$ cat src/rtl/rv32_exec_core.sv
// Execute datapath of a single-cycle RV32 core.
// Contains a 32-entry register file, a one-hot funct3 decoder and a one-hot ALU / next-PC unit.
module rv32_exec_core #(
  parameter int XLEN = 32,
  parameter int NREG = 32
) (
  input  logic            clk,
  input  logic            rst,
  input  logic            reg_wen,
  input  logic [4:0]      rs1,
  input  logic [4:0]      rs2,
  input  logic [4:0]      rd,
  input  logic [6:0]      alu_op,
  input  logic [XLEN-1:0] imm,
  input  logic [XLEN-1:0] pc,
  input  logic [2:0]      funct3,
  input  logic [XLEN-1:0] mem_rdata,
  output logic [7:0]      funct3_hot,
  output logic [XLEN-1:0] src1,
  output logic [XLEN-1:0] src2,
  output logic            mem_ren,
  output logic [XLEN-1:0] mem_raddr,
  output logic [XLEN-1:0] result,
  output logic [XLEN-1:0] next_pc
);

  localparam int OP_AUIPC = 0;
  localparam int OP_LUI   = 1;
  localparam int OP_JAL   = 2;
  localparam int OP_JALR  = 3;
  localparam int OP_ADDI  = 4;
  localparam int OP_ADD   = 5;
  localparam int OP_LW    = 6;

  logic [XLEN-1:0] regs [NREG];
  logic [XLEN-1:0] pc_plus4;
  logic [XLEN-1:0] pc_plus_imm;
  logic [XLEN-1:0] src1_plus_imm;

  // Write port: x0 is never written, so it stays at its reset value of zero.
  always_ff @(posedge clk or posedge rst) begin
    if (rst) begin
      for (int i = 0; i < NREG; i++) begin
        regs[i] <= '0;
      end
    end else if (reg_wen && (rd != 5'd0)) begin
      regs[rd] <= result;
    end
  end

  // Read ports have no bypass: a same-cycle write is only visible after the edge.
  assign src1 = (rs1 == 5'd0) ? '0 : regs[rs1];
  assign src2 = (rs2 == 5'd0) ? '0 : regs[rs2];

  assign funct3_hot = 8'b1 << funct3;

  assign pc_plus4      = pc + XLEN'(4);
  assign pc_plus_imm   = pc + imm;
  assign src1_plus_imm = src1 + imm;

  assign mem_ren   = alu_op[OP_LW];
  assign mem_raddr = alu_op[OP_LW] ? src1_plus_imm : '0;

  // Lowest set alu_op bit wins if decode ever presents more than one.
  always_comb begin
    result  = '0;
    next_pc = pc_plus4;
    if (alu_op[OP_AUIPC]) begin
      result = pc_plus_imm;
    end else if (alu_op[OP_LUI]) begin
      result = imm;
    end else if (alu_op[OP_JAL]) begin
      result  = pc_plus4;
      next_pc = pc_plus_imm;
    end else if (alu_op[OP_JALR]) begin
      result  = pc_plus4;
      next_pc = src1_plus_imm & ~XLEN'(1);
    end else if (alu_op[OP_ADDI]) begin
      result = src1_plus_imm;
    end else if (alu_op[OP_ADD]) begin
      result = src1 + src2;
    end else if (alu_op[OP_LW]) begin
      result = mem_rdata;
    end
  end

endmodule

$ cat config.mk
export PLATFORM = sky130hd
export DESIGN_NAME = rv32_exec_core
export DESIGN_NICKNAME = d
export VERILOG_FILES = /design/src/rtl/rv32_exec_core.sv
export SDC_FILE = /design/constraint.sdc
export NUM_CORES = 2
export LEC_CHECK = 0
export CAP_MARGIN = 20
export CORE_UTILIZATION = 35
export CTS_CLUSTER_DIAMETER = 150
export DETAILED_ROUTE_END_ITERATION = 7
export GPL_ROUTABILITY_DRIVEN = 0
export PLACE_DENSITY = 0.61
export SLEW_MARGIN = 20
export SYNTH_ARGS = -nofsm -noshare
export SYNTH_HDL_FRONTEND = slang
export SYNTH_SLANG_ARGS = --single-unit
$ cat constraint.sdc
create_clock -name clk -period 31 [get_ports clk]
set_input_delay 3.1 -clock clk [delete_from_list [all_inputs] [get_ports clk]]
set_output_delay 3.1 -clock clk [all_outputs]
set_load 0.005 [all_outputs]
======== Yosys cells after proc, flatten, opt, wreduce, memory -nomap -nowiden ========
Index checks and enable logic that the tools add are counted.
storage, ports and cells
  logic and storage cells ................. 72
  register bits after elaboration ......... 1,024
  output and inout port bits .............. 169
  input port bits ......................... 124
operators by class
  add/subtract/negate cells ............... 4
  muxes and demuxes ....................... 23
  shift-type cells ........................ 1
  magnitude comparators ................... 4
  bitwise gates (word level) .............. 3
  reduce and logical (&&, ||, !) cells .... 5
operators by type and width
  cell                                                                  number
  1024-bit bitwise mux                                                  1
  32-bit 2-to-1 mux                                                     19
  32-bit binary-select mux with 5-bit select                            2
  32-bit demux with 5-bit select                                        1
  32-bit adder                                                          3
  32-bit by 3-bit adder with 32-bit output, second input constant       1
  6-bit greater-or-equal comparator, second input constant              3
  5-bit inverter with 6-bit output                                      3
  5-bit zero test                                                       2
  1-bit by 3-bit << shifter with 8-bit output, first input constant     1
  6-bit by 1-bit < comparator with 1-bit output, second input constant  1
  5-bit nonzero test                                                    1
  1-bit logical AND                                                     2

======== Depth between registers and ports, before layout ========
  word-level depth ........................ 13
  gate-level depth with buffers ........... 22
  gate-level depth less buffers ........... 17

======== Least setup slack after synthesis ========
OpenSTA, ideal clock, no wires.
  kind .................................... in2out
  from .................................... input port rs1[0]
  to ...................................... output port result[31]
  cell stages on the path ................. 21
  data arrival time ....................... 8.200 ns
  required time ........................... 27.900 ns
  path slack .............................. 19.700 ns
  path buffers ............................ 6
  path through ............................ buf_6 > buf_2 > buf_1 > buf_1 > mux4_2 > mux4_2 > mux2i_1 > nor2_1 > ha_1 > buf_2 > and3_1 > a221o_1 > a211oi_1 > nor2_1 > a211oi_2 > o41ai_2 > xnor2_1 > a2111oi_4 > a2bb2oi_4 > buf_4 > inv_2
on the way
  word-level cells in the longest chain between the ends .. 12
  elaborated cells between the ends (all ways) .. 14
  classes of those cells .................. 2 x add/sub; 10 x mux; 1 x bitwise; 1 x reduce/logical
ends and longest elaborated chain
  what                                                    line  RTL
  start, declared                                         10    input logic [4:0] rs1,
  5-bit inverter with 6-bit output (implied by the code)  52    assign src1 = (rs1 == 5'd0) ? '0 : regs[rs1];
  32-bit binary-select mux with 5-bit select              52
  32-bit 2-to-1 mux (implied by the code) (2 in a row)    52
  32-bit 2-to-1 mux *                                     52
  named net src1[17]                                      19    output logic [XLEN-1:0] src1,
  32-bit adder                                            81    result = src1 + src2;
  32-bit 2-to-1 mux                                       80    end else if (alu_op[OP_ADD]) begin
  32-bit 2-to-1 mux *                                     78    end else if (alu_op[OP_ADDI]) begin
  32-bit 2-to-1 mux *                                     75    end else if (alu_op[OP_JALR]) begin
  32-bit 2-to-1 mux *                                     72    end else if (alu_op[OP_JAL]) begin
  32-bit 2-to-1 mux *                                     70    end else if (alu_op[OP_LUI]) begin
  32-bit 2-to-1 mux *                                     68    if (alu_op[OP_AUIPC]) begin
  end, declared                                           23    output logic [XLEN-1:0] result,
The timed path passes the listed nets; every way through them passes the cells marked *. The select of a mux whose other input is x is not followed.

======== Final worst setup path ========
  from .................................... input port rs1[1]
  to ...................................... output port result[29]
on the way
  word-level cells in the longest chain between the ends .. 12
  elaborated cells between the ends (all ways) .. 14
  classes of those cells .................. 2 x add/sub; 10 x mux; 1 x bitwise; 1 x reduce/logical
ends and longest elaborated chain
  what                                                    line
  5-bit inverter with 6-bit output (implied by the code)  52
  32-bit binary-select mux with 5-bit select              52
  32-bit 2-to-1 mux (implied by the code) (2 in a row)    52
  32-bit 2-to-1 mux *                                     52
  32-bit adder                                            81
  32-bit 2-to-1 mux                                       80
  32-bit 2-to-1 mux *                                     78
  32-bit 2-to-1 mux *                                     75
  32-bit 2-to-1 mux *                                     72
  32-bit 2-to-1 mux *                                     70
  32-bit 2-to-1 mux *                                     68
Every way passes the cells marked *; elsewhere a longest branch is shown, timed or not. The select of a mux whose other input is x is not followed.

==> results.sh <==
export IMPL_postLayoutCellArea_um2=69200
export IMPL_grt_pass1_wl_um=315000
export IMPL_largest_reg_flops=1024
export IMPL_rsz0062_at_grt="no"
export IMPL_cp_end_kind="output port"
export IMPL_cap_viol_max_count=0
export IMPL_placed_area_um2=65400
export IMPL_cts_made_buffers=104
export IMPL_min_to="regs[1016]"
export IMPL_cts_sinks=1024
export IMPL_clockRootBuffer="clkbuf_16"
export IMPL_cp_slowest_cell="buf_4"
export IMPL_clk_latency_ns=0.75
export IMPL_syn_num_nets=5666
export IMPL_r2r_start="regs[401]"
export IMPL_violations="DRC"
export IMPL_arrival_ns=11.14
export IMPL_first_pass_iters=8
export IMPL_io_pins=293
export IMPL_crit_type="in -> out"
export IMPL_syn_area_um2=60400
export IMPL_htreeDepth=3
export IMPL_synth_area_leaders="dfrtp_1 (42%), mux4_2 (24%), o21ai_0 (7.2%)"
export IMPL_finalSetupTns_ns=0
export IMPL_maxSlewViolCount=0
export IMPL_hp_start="regs[1016]"
export IMPL_place_hpwl_um=137000
export IMPL_clock_path_buffers=3
export IMPL_max_stage_delay_ns=0.73
export IMPL_critPathRequiredTime_ns=27.90
export IMPL_post_drt_wl_per_cell_um=27.4
export IMPL_antenna_found_initial=7
export IMPL_grt_use_total_pct=24.4
export IMPL_cts_setup_buffers=0
export IMPL_vias=46800
export IMPL_worstPathCellList="buf_8 > buf_12 > buf_4 > mux4_2 > mux4_2 > mux2i_1 > nor2_1 > ha_1 > nand4_1 > nor4_1 > o2111ai_1 > a31oi_1 > o41ai_1 > xnor2_1 > a221oi_1 > a211o_1 > buf_4 > inv_1 > clkdlybuf4s50_1"
export IMPL_postRouteWirelength_um=214000
export IMPL_core_um2=171000
export IMPL_die_w_um=417
export IMPL_drtIter0Drc=5364
export IMPL_ctsResizeCount=0
export IMPL_hold_depth=0
export IMPL_reg2reg_slack_ns=25.27
export IMPL_drc=2
export IMPL_initial_core_util_pct=35.2
export IMPL_fin_nets=5659
export IMPL_setup_violations=0
export IMPL_port_buffer_count=292
export IMPL_regMostFlops="regs"
export IMPL_viasPerCell=5.97
export IMPL_slew_headroom_pct=22.2
export IMPL_synth_largest_area_cell="dfrtp_1"
export IMPL_largest_registers="regs x1024"
export IMPL_cp_max_fo=113
export IMPL_synth_common_cells="dfrtp_1 (1,024), nand2_1 (964), o21ai_0 (870), mux4_2 (634), clkbuf_1 (413)"
export IMPL_period_needed_ns=14.24
export IMPL_std_cell_rows=152
export IMPL_drive_gt1_share_pct=21.3
export IMPL_cts_tree="yes"
export IMPL_dp_cells=7639
export IMPL_hold_buffers=0
export IMPL_grt_max_degree=192
export IMPL_seq_area_frac_synth_pct=42.5
export IMPL_fmax_ghz=0.0702
export IMPL_fp_dieH_um=417
export IMPL_fillers=16200
export IMPL_worstRegToRegCells=15
export IMPL_ys_dominant_reg_cell="dfrtp_1"
export IMPL_leakagePower_nw=29.0
export IMPL_clk_pin_slew_ns=0.06
export IMPL_overflow=0
export IMPL_grt_pass1_vias=45800
export IMPL_status="finished, violations left"
export IMPL_reg2reg_to="regs[415]"
export IMPL_tightest_slew_ns=1.16
export IMPL_syn2layout_area_growth_pct=14.7
export IMPL_synth_avg_cell_area_um2=11.1
export IMPL_ir_drop_mv=0.0483
export IMPL_critPathLaunchType="input port"
export IMPL_async_flop_share_pct=100
export IMPL_synth_edf_count=0
export IMPL_synth_seq_cells=1024
export IMPL_finClkSkew_ns=0.0430
export IMPL_whs_ns=0.393
export IMPL_die_area_um2=174000
export IMPL_synth_distinct_cells=88
export IMPL_post_route_period_util_pct=45.9
export IMPL_ant_nets=0
export IMPL_power_density_nw_per_um2=69.3
export IMPL_yosysMostFrequentCell="dfrtp_1"
export IMPL_yosysTopAreaCellShare_pct=42.5
export IMPL_ys_warn_count=0
export IMPL_finalHoldViolations=0
export IMPL_hp_class="reg -> reg"
export IMPL_fin_cells=7838
export IMPL_synth_cells=5445
[through the flow]
step	utilization, %	power (mW)	setup slack [ns]
after floorplan	-	2.84	13.79
after global placement	38.2	3.36	17.00
after detailed placement	38.2	3.41	17.04
after CTS	40.3	4.79	17.00
after global routing	40.4	5.02	16.41
final	40.4	4.80	16.76
[per-layer routing]
layer | vias up | wire (um) | GRT usage (%) | part of all wire, %
met5 | - | 23 | 0 | 0.011
met4 | 4 | 12800 | 13.4 | 6.0
met3 | 508 | 18100 | 4.34 | 8.4
met2 | 2334 | 101000 | 39.5 | 47
met1 | 23900 | 82800 | 31.1 | 39
li1 | 20100 | - | - | -
[layout by cell type, fill, tap and decap left out, types with 31 or more instances in the layout]
cell             instances
nand2_2                 31
inv_1                   68
clkdlybuf4s50_1        282
clkbuf_16              105
a21oi_1                172
mux2i_1                 73
xor2_1                  52
buf_4                  108
mux4_2                 634
dfrtp_1               1024
nand2_1                933
o21ai_0                867
nor2_1                 232
and2_1                  37
mux2_2                 157
ha_1                    94
xnor2_1                 59
a21o_1                  42
o21ai_1                 34
[cell type report]
class,count,area [um2],share of cell area [%]
Inverter,72,274,0.396
Multi-Input combinational cell,3826,32700,47.2
Clock inverter,52,776,1.12
Antenna cell,2,5.00,0.00723
Sequential cell,1024,25600,37.0
Tap cell,2310,2890,4.18
Timing Repair Buffer,410,3980,5.75
Clock buffer,142,2970,4.29
[worst max-delay path by stage]
stage	from	to	slack, ns	depth (start not counted)
6_report	rs1[1]	result[29]	16.76	19
3_5_place_dp	rs2[0]	result[29]	17.04	20
2_1_floorplan	rst	regs[0]	13.79	1
3_3_place_gp	rs1[0]	result[29]	17.00	19
4_1_cts	rs2[0]	result[29]	17.00	20
5_1_grt	rs1[0]	result[29]	16.41	19
[critical path, delay by kind of cell]
family | cells | cell delay [ns]
muxes | 3 | 1.52
xor gates and xnor gates | 1 | 0.17
buffers and inverters | 6 | 3.20
adders and majority gates | 1 | 0.47
AOI/OAI and AO/OA | 5 | 1.35
and+or+nand+nor | 3 | 0.94
[logic make-up after synthesis]
kind of cell / Yosys count / synth area share, %
AOI/OAI and AO/OA: 1355 / 12.7
xor gates and xnor gates: 111 / 1.61
adders and majority gates: 97 / 2.05
buffers and inverters: 595 / 3.81
DFF: 1024 / 42.5
muxes: 865 / 27.8
and+or+nand+nor: 1398 / 9.52
[power by group]
group | internal [mW] | total [mW] | switching, mW
logic | 0.740 | 1.55 | 0.813
registers | 1.64 | 1.87 | 0.228
clock network | 0.800 | 1.38 | 0.575
Note: power is estimated with default switching activity, not from simulation.
